## src/rtl/ntt_gf64_pmr.sv

```systemverilog
// Partial modular reduction modulo the Solinas prime 2^W - 2^(W/2) + 1.
// Folds a wide signed operand into a W+2-bit signed congruent value; side-band tracks latency.
module ntt_gf64_pmr #(
  parameter int unsigned OP_W      = 67,
  parameter int unsigned MOD_NTT_W = 64,
  parameter int unsigned IN_PIPE   = 1,
  parameter int unsigned SIDE_W    = 67,
  parameter logic [1:0]  RST_SIDE  = 2'b01
) (
  input  logic                   clk,
  input  logic                   a_rst,
  input  logic [OP_W-1:0]        a,
  input  logic                   in_avail,
  input  logic [SIDE_W-1:0]      in_side,
  output logic [MOD_NTT_W+1:0]   z,
  output logic                   out_avail,
  output logic [SIDE_W-1:0]      out_side
);

  localparam int unsigned W  = MOD_NTT_W;
  localparam int unsigned H  = OP_W - W;
  localparam int unsigned ZW = W + 2;

  logic [OP_W-1:0]   w_a;
  logic              w_avail;
  logic [SIDE_W-1:0] w_side;

  generate
    if (IN_PIPE != 0) begin : g_in_pipe
      logic [OP_W-1:0]   r_a;
      logic              r_avail;
      logic [SIDE_W-1:0] r_side;

      always_ff @(posedge clk or posedge a_rst) begin
        if (a_rst) r_avail <= 1'b0;
        else       r_avail <= in_avail;
      end

      always_ff @(posedge clk) begin
        if (in_avail) r_a <= a;
      end

      if (RST_SIDE[0]) begin : g_side_rst
        always_ff @(posedge clk or posedge a_rst) begin
          if (a_rst)         r_side <= '0;
          else if (in_avail) r_side <= in_side;
        end
      end else begin : g_side_nrst
        always_ff @(posedge clk) begin
          if (in_avail) r_side <= in_side;
        end
      end

      assign w_a     = r_a;
      assign w_avail = r_avail;
      assign w_side  = r_side;
    end else begin : g_no_pipe
      assign w_a     = a;
      assign w_avail = in_avail;
      assign w_side  = in_side;
    end
  endgenerate

  // 2^W == 2^(W/2) - 1 (mod p), so the high part folds in as hi*2^(W/2) - hi.
  logic signed [ZW-1:0] w_lo;
  logic signed [ZW-1:0] w_hi;
  logic signed [ZW-1:0] w_z;

  always_comb begin
    w_lo = {2'b00, w_a[W-1:0]};
    w_hi = {{(ZW-H){w_a[OP_W-1]}}, w_a[OP_W-1:W]};
    w_z  = w_lo + (w_hi <<< (W/2)) - w_hi;
  end

  logic [ZW-1:0]     r_z;
  logic              r_out_avail;
  logic [SIDE_W-1:0] r_out_side;

  always_ff @(posedge clk or posedge a_rst) begin
    if (a_rst) r_out_avail <= 1'b0;
    else       r_out_avail <= w_avail;
  end

  always_ff @(posedge clk) begin
    if (w_avail) r_z <= w_z;
  end

  generate
    if (RST_SIDE[1]) begin : g_oside_rst
      always_ff @(posedge clk or posedge a_rst) begin
        if (a_rst)        r_out_side <= '0;
        else if (w_avail) r_out_side <= w_side;
      end
    end else begin : g_oside_nrst
      always_ff @(posedge clk) begin
        if (w_avail) r_out_side <= w_side;
      end
    end
  endgenerate

  assign z         = r_z;
  assign out_avail = r_out_avail;
  assign out_side  = r_out_side;

endmodule

```

## config.mk

```make
export PLATFORM = sky130hd
export DESIGN_NAME = ntt_gf64_pmr
export DESIGN_NICKNAME = d
export VERILOG_FILES = /design/src/rtl/ntt_gf64_pmr.sv
export SDC_FILE = /design/constraint.sdc
export NUM_CORES = 1
export LEC_CHECK = 0
export ABC_AREA = 1
export CORE_MARGIN = 2
export CORE_UTILIZATION = 56
export CTS_BUF_LIST = sky130_fd_sc_hd__clkbuf_2
export CTS_CLUSTER_DIAMETER = 30
export DETAILED_ROUTE_END_ITERATION = 8
export PLACE_DENSITY = 0.86
export SYNTH_ARGS = -nofsm -noshare
export SYNTH_HDL_FRONTEND = slang
export SYNTH_SLANG_ARGS = --single-unit
```

## constraint.sdc

```tcl
create_clock -name clk -period 5.4 [get_ports clk]
set_input_delay 0.81 -clock clk [delete_from_list [all_inputs] [get_ports clk]]
set_output_delay 0.81 -clock clk [all_outputs]
set_load 0.03 [all_outputs]
```

After elaboration in Yosys (flattened, before gate mapping)
Index checks and enable logic that the tools add are counted.

storage, ports and cells
  bits in registers = 269
  input port bits = 137
  output and inout port bits = 134
  logic and storage cells = 8

cells by class
  $add $sub $neg = 2

operator list
  operator        count
  $add 65x35->66  1
  $sub 66x3->66   1

Logic depth before layout (Yosys ltp)
Gate-level depths: netlist of run 1.

  depth after elaboration = 2
  depth in mapped cells = 18
  gate-level depth less buffers = 17

Worst setup path before layout of run 1
Ideal clock, no wire load.

  path kind = register -> register
  start point = reg g_in_pipe.r_a[66]
  end point = reg r_z[61], in the netlist z[61] (data pin)
  library setup time = 0.252 ns
  arrival time = 3.958 ns
  required time = 5.148 ns
  setup slack = 1.190 ns
  stages on the path, launching flop included = 17
  path buffers = 2
  clock period less this slack = 4.210 ns
  path through = edfxtp_1 clkbuf_1 buf_2 inv_1 ha_1 xor2_1 ha_1 nand2_1 inv_2 nand2_1 inv_1 a21oi_1 nand2_1 a21oi_1 nand2_1 nand2_1 nand2_1

between the ends
  word-level cells in the longest chain between the ends = 2

RTL lines
  item                    RTL line  RTL
  start, declared         30        logic [OP_W-1:0] r_a;
  start signal, assigned  40        if (in_avail) r_a <= a;
  $add 65x35->66          72        w_z = w_lo + (w_hi <<< (W/2)) - w_hi;
  $sub 66x3->66 (*)       72
  via w_z[61]             67        logic signed [ZW-1:0] w_z;
  end signal, assigned    85        if (w_avail) r_z <= w_z;
  end, declared           75        logic [ZW-1:0] r_z;

Mark *: on every way through the listed nets, which the timed path passes. The rest lies on a longest branch.
A chain may end at the register's enable or synchronous reset.

Worst setup path after layout of run 1
  start point = reg g_in_pipe.r_a[66]
  end point = reg r_z[45], in the netlist z[45] (data pin)

The elaborated chain is that of the path after synthesis.

==> impl_metrics.yaml, run 1 <==
setup_path:
  arrival_ns: 4.38
  crit_path_max_incr_delay_ns: 0.56
  r2r_slack_ns: 1.57
  timing.critical_path.buf_inv: 2
  crit_top_cell: "nand2_1"
  cpLargestDelayFamily: "simple AND/OR/NAND/NOR gates"
  critPathCaptureType: "flip-flop"
  r2r-end: "z[45]"
  cp.depth: 16
  slowest_stage: "buf_4"
  crit_start: "g_in_pipe.r_a[66]"
  reg2reg_depth: 16
  setup.worst_path.end: "z[45]"
  crit_chain: "inv_2 -> buf_4 -> ha_1 -> fa_1 -> nand3_1 -> nand3_2 -> nand2_1 -> nand2_2 -> nand2_1 -> nand2_2 -> nand2_1 -> nand2_2 -> nand2_1 -> nand2_1 -> nand2_1 -> nand2_1"
  crit_path_max_fanout: 44
  reg2reg_from: "g_in_pipe.r_a[66]"
  cp.required_ns: 5.95
  crit_type: "flip-flop to flip-flop"
  start_kind: "flip-flop"
power_and_ir_drop:
  swShare_pct: 40.0
  vdd_ir_drop_max_mv: 0.244
  powerDensity_nw_per_um2: 354
  power.total_mw: 7.14
  power_switching_mw: 2.86
  seq_power_share_pct: 38.2
  clkPwrFrac_pct: 20.9
  combPwrFrac_pct: 40.9
  internal-power_mw: 4.28
  leakage_nw: 9.94
logic_synthesis:
  synth_top_family_by_area: "simple AND/OR/NAND/NOR gates"
  ys_warn_count: 0
  synthMuxAreaShare_pct: 4.62
  ys_types: 30
  synth_fa_ha_area_share_pct: 12.3
  ys_seq_elements: 269
  synthCells: 1804
  synth_area_um2: 16300
  syn_avg_cell_area_um2: 9.04
  syn-num-nets: 2099
  yosysSeqAreaShare_pct: 47.4
  synth_compound_area_share_pct: 1.69
  yosys.area_share.xor_xnor_pct: 3.27
  synthSimpleGateAreaFrac_pct: 22.7
layout:
  final_area_um2: 20200
  final_cell_mix: "573 x nand2_1, 320 x inv_1, 269 x clkdlybuf4s50_1"
  area_delta_synth_final_pct: 23.7
  final_common_cell: "nand2_1"
  multiInputGateArea_um2: 7270
  final_nets: 2437
  drive_gt1_share_pct: 14.9
  n_fill_cell: 2264
  seq_area_um2: 7740
routing:
  drt_iter0_markers: 855
  drcViolationCount: 0
  drt-met1-wl_um: 17800
  wirelength_um: 43100
  top_layer_used: "met4"
  dr.pass1.iters: 8
  via_per_inst: 4.96
  drtAntennaViolNets: 0
  routedWlPerCell_um: 16.7
  via_count: 12800
  dr_wl_met3_um: 4100
  wl_met2_um: 20200
timing:
  fin_crit_ns: 3.83
  hold_viol: 0
  fin_crit_sh_pct: 70.9
  fin_tns_setup_ns: 0
  setup_viol: 0
  slew_viol_final: 0
  worstMarginPinSlew_ns: 1.04
  max_slew_margin_pct: 30.8
  rsz0062_at_grt: "no"
  clock_skew_ns: 0.0775
  fmax_ghz: 0.261
clocking:
  cts-buffers-inserted: 72
  clock_latency_ns: 0.89
  clk_pin_slew_ns: 0.12
  cts_hold_buf: 0
  post-cts-setup-buffers: 0
  cts_tree: "built"
  clk_path_buf_depth: 3
  cts_root_buffer: "clkbuf_2"
  h-tree-depth: 3
  clock_sinks: 269
  cts_resized: 0
run:
  drv_cap: 0
floorplanning:
  initial_core_util_pct: 56.8
  die_h_um: 175
  num_rows: 62
  io_pins: 271
  die_area_um2: 30500
  die_w_um: 175
  coreArea_um2: 28700
placement:
  dpl.hpwl_um: 34300
  globalplace.congestion: 0.969
  place.port_buffers: 270
  placed_area_um2: 19500
min_path:
  hold_class: "primary input to asynchronous set/reset pin"
global_route:
  globalRoute.totalOverflow: 0
  grt_pass1_wl_um: 67600
  track_usage_pct: 28.8
  grt_pass1_vias: 13100
  antenna_found_initial: 2
  grt_max_degree: 102
status:
  status: "complete, no violations"
-- Yosys cell counts, drive strengths merged --
library cell,count,area share [%]
a21o,1,0.046
a21oi,45,1.4
buf,9,0.26
clkbuf,2,0.046
clkinv,4,0.092
dfrtp,69,11
edfxtp,200,37
fa,3,0.37
ha,155,12
inv,332,7.6
mux2,67,4.6
nand2,613,15
nand3,55,2.1
nand4,13,0.54
nor2,122,3.5
nor3,14,0.63
nor4,1,0.077
o21ai,7,0.21
o21bai,1,0.046
or2,30,1.2
xor2,61,3.3
-- stage by stage --
| stage | setup slack (ns) | std cells | hold WS [ns] | utilization (%) |
|---|---|---|---|---|
| finish | 1.57 | 2579 | 0.356 | 70.3 |
| global route | 1.34 | 2579 | 0.371 | 70.3 |
| CTS | 1.66 | 2578 | 0.313 | 70.3 |
| detailed placement | 1.74 | 2452 | 0.429 | 67.9 |
| global placement | 1.81 | 2452 | 0.426 | 67.9 |
| floorplan | 1.19 | 1804 | 0.421 | - |
-- worst register-to-register path: cells and delay by family, from the launching register on --
kind / cells / cell delay (ns)
and+or+nand+nor: 12 / 1.23
adders and majority gates: 2 / 1.02
buffers and inverters: 2 / 0.88
DFF: 1 / 0.40
-- kinds of logic (layout without fill, tap and decap cells) --
logic type      count (synthesis)  in the layout
fa+ha+maj                     158            158
other cells                     0              1
buf+inv                       347            737
xor+xnor                       61             61
simple gates                  848            848
compound gates                 54             54
mux                            67             67
flops                         269            269
-- state kept, by name, indices dropped and copies added (netlist names) --
register	cells
z	66
g_in_pipe.r_side	67
g_in_pipe.r_avail	1
out_avail	1
out_side	67
g_in_pipe.r_a	67
-- how the worst min path moves through the flow --
stage / from / to / slack (ns) / cells past startpoint
4_1_cts: a_rst / g_in_pipe.r_side[59] / 0.31 / 2
3_3_place_gp: g_in_pipe.r_side[10] / out_side[10] / 0.43 / 0
2_1_floorplan: g_in_pipe.r_side[0] / out_side[0] / 0.42 / 0
6_report: a_rst / out_avail / 0.36 / 2
3_5_place_dp: g_in_pipe.r_side[49] / out_side[49] / 0.43 / 0
5_1_grt: a[4] / g_in_pipe.r_a[4] / 0.37 / 1
-- metal layers --
layer | vias up | GRT usage, %
met3 | 63 | 9.38
met4 | 0 | 9.58
met2 | 480 | 48.1
met1 | 5840 | 35.3
met5 | - | 0
li1 | 6400 | -
-- cell type report --
class                           instances  area share [%]
Multi-Input combinational cell       1188            36.0
Antenna cell                            1          0.0124
Clock buffer                          101            2.50
Inverter                              336            6.25
Sequential cell                       269            38.3
Tap cell                              384            2.38
Timing Repair Buffer                  275            13.6
Clock inverter                         25           0.930
-- power groups by stage --
| stage | Combinational (mW) | Sequential, mW | Clock, mW |
|---|---|---|---|
| 2_1_floorplan | 1.46 | 3.16 | 0 |
| 3_3_place_gp | 2.84 | 2.76 | 0 |
| 3_5_place_dp | 2.88 | 2.78 | 0 |
| 4_1_cts | 2.90 | 2.73 | 1.55 |
| 5_1_grt | 3.18 | 2.76 | 1.65 |
| 6_report | 2.92 | 2.73 | 1.49 |
(Power assumes the default switching activity.)
==> inputs of run 2 (changes only) <==
- clock period: 5.4 -> 3.6 ns (I/O delays scaled with it)
==> run 2 against run 1 <==
Effect of this change:
- sequential share of layout area fell by 0.41 points
- die area did not move
- flip-flop and latch count did not move
- first-iteration DRC count fell by 12%
- combinational power rose by 51%
- register-to-register slack got worse by 1.3 ns
- clock power rose by 64%
- hold slack got worse by 0.22 ns
- cell count rose by 0.66%
- critical path depth fell by 1
==> impl_metrics.yaml, run 2 (synthesized netlist as in run 1, its figures left out) <==
setup_path:
  crit_type: "flip-flop to flip-flop"
  start_kind: "flip-flop"
  crit_path_max_fanout: 61
  r2r-end: "z[58]"
  crit_chain: "clkinvlp_4 -> buf_12 -> ha_2 -> xor2_1 -> ha_1 -> nand2_1 -> nand2_1 -> a21oi_1 -> nor2_1 -> nor2_1 -> nand2_1 -> a21oi_1 -> nand2_1 -> nand2_1 -> nand2_1"
  reg2reg_depth: 15
  arrival_ns: 3.97
  critPathCaptureType: "flip-flop"
  reg2reg_from: "g_in_pipe.r_a[66]"
  crit_path_max_incr_delay_ns: 0.47
  cp.required_ns: 4.23
  slowest_stage: "edfxtp_1"
  timing.critical_path.buf_inv: 2
  crit_top_cell: "nand2_1"
  cpLargestDelayFamily: "adder cells"
  r2r_slack_ns: 0.25
timing:
  setup_viol: 0
  worstMarginPinSlew_ns: 0.873
  max_slew_margin_pct: 41.8
  slew_viol_final: 0
  clock_skew_ns: 0.0724
  hold_viol: 0
  rsz0062_at_grt: "no"
  fmax_ghz: 0.299
  fin_crit_ns: 3.35
  fin_crit_sh_pct: 93.0
  timing.final.ws_setup_ns: 0.252
placement:
  globalplace.congestion: 0.967
  dp_cells: 2454
  place.port_buffers: 270
  dp_slack_ns: 0.270
  dpl.hpwl_um: 34800
layout:
  n_fill_cell: 2220
  final_nets: 2444
  fin_cells: 2596
  final_cell_mix: "572 x nand2_1, 320 x inv_1, 269 x clkdlybuf4s50_1"
  multiInputGateArea_um2: 7320
  final_common_cell: "nand2_1"
  seq_area_um2: 7740
  drive_gt1_share_pct: 15.5
  area_delta_synth_final_pct: 25.1
min_path:
  hold_class: "primary input to flip-flop"
  min_to: "g_in_pipe.r_avail"
  hold_path_depth: 1
  hp-start: "in_avail"
floorplanning:
  die_area_um2: 30500
  initial_core_util_pct: 56.8
  num_rows: 62
  die_w_um: 175
  io_pins: 271
  die_h_um: 175
  coreArea_um2: 28700
clocking:
  clk_path_buf_depth: 3
  clock_latency_ns: 0.90
  cts-buffers-inserted: 76
  post-cts-setup-buffers: 0
  clk_pin_slew_ns: 0.11
  h-tree-depth: 3
  cts_resized: 0
  clock_sinks: 269
  cts_root_buffer: "clkbuf_2"
  cts_tree: "built"
power_and_ir_drop:
  leakage_nw: 10.0
  vdd_ir_drop_max_mv: 0.463
  powerDensity_nw_per_um2: 536
global_route:
  globalRoute.totalOverflow: 0
  track_usage_pct: 29.8
  grt_max_degree: 79
  grt_pass1_wl_um: 70100
  grt_pass1_vias: 13100
  antenna_found_initial: 1
status:
  status: "complete, no violations"
routing:
  routedWlPerCell_um: 17.2
  drcViolationCount: 0
  via_per_inst: 5.01
  via_count: 13000
  wirelength_um: 44700
  drt_iter0_markers: 756
  dr.pass1.iters: 5
  drtAntennaViolNets: 0
run:
  drv_cap: 0
## run 2: worst reg2reg max path: cells and delay by family, from the launching register on
family	cells	cell delay, ns
AOI/OAI and AO/OA	2	0.54
xor gates and xnor gates	1	0.14
adders and majority gates	2	0.80
buffers and inverters	2	0.41
DFF	1	0.47
and+or+nand+nor	8	0.74
## run 2: worst max-delay path by stage
stage / slack [ns] / end / cells after the start / start
2_1_floorplan: -0.58 / z[61] / 17 / g_in_pipe.r_a[66]
3_3_place_gp: 0.24 / z[58] / 15 / g_in_pipe.r_a[66]
3_5_place_dp: 0.27 / z[58] / 15 / g_in_pipe.r_a[66]
4_1_cts: 0.27 / z[58] / 15 / g_in_pipe.r_a[66]
5_1_grt: 0.04 / z[58] / 15 / g_in_pipe.r_a[66]
6_report: 0.25 / z[58] / 15 / g_in_pipe.r_a[66]
## run 2: power breakdown
part | switching, mW | total [mW] | internal [mW]
Clock | 1.41 | 2.44 | 1.03
Sequential | 0.189 | 4.10 | 3.91
Combinational | 2.81 | 4.41 | 1.60
## run 2: layout make-up
class | count | share of cell area (%)
Sequential cell | 269 | 37.9
Multi-Input combinational cell | 1188 | 35.9
Timing Repair Buffer | 278 | 13.9
Inverter | 336 | 6.20
Clock buffer | 103 | 2.53
Tap cell | 384 | 2.35
Clock inverter | 37 | 1.25
Antenna cell | 1 | 0.0123
## run 2: layer usage
metal | share of wire [%] | track usage [%] | vias to the layer above | wire, um
met5 | 0 | 0 | - | 0
met4 | 3.2 | 11.0 | 0 | 1430
met3 | 8.4 | 8.33 | 96 | 3750
met2 | 47 | 49.6 | 473 | 21100
met1 | 41 | 37.2 | 5998 | 18400
li1 | - | - | 6432 | -
## run 2: what timing repair did
| action | 4_1_cts | 5_1_grt |
|---|---|---|
| setup endpoints to repair | 0 | 0 |
| hold buffers | 1 | 0 |
| endpoints found under the hold margin | 11 | 0 |
## run 2: through the flow
stage	power, mW	setup TNS, ns	util, %	area (um2)	hold WS, ns
after global placement	8.43	0	68.4	19600	0.425
after CTS	11.0	0	71.1	20400	0.0397
after floorplan	6.93	-26.58	-	16400	0.421
final	10.9	0	71.1	20400	0.131
after detailed placement	8.52	0	68.4	19600	0.429
after global routing	11.6	0	71.1	20400	0.0817
==> inputs of run 3 (changes only) <==
- CAP_MARGIN: unset -> 20
==> results of run 3 <==
The final DEF is identical to that of run 2; final timing and power are the same.
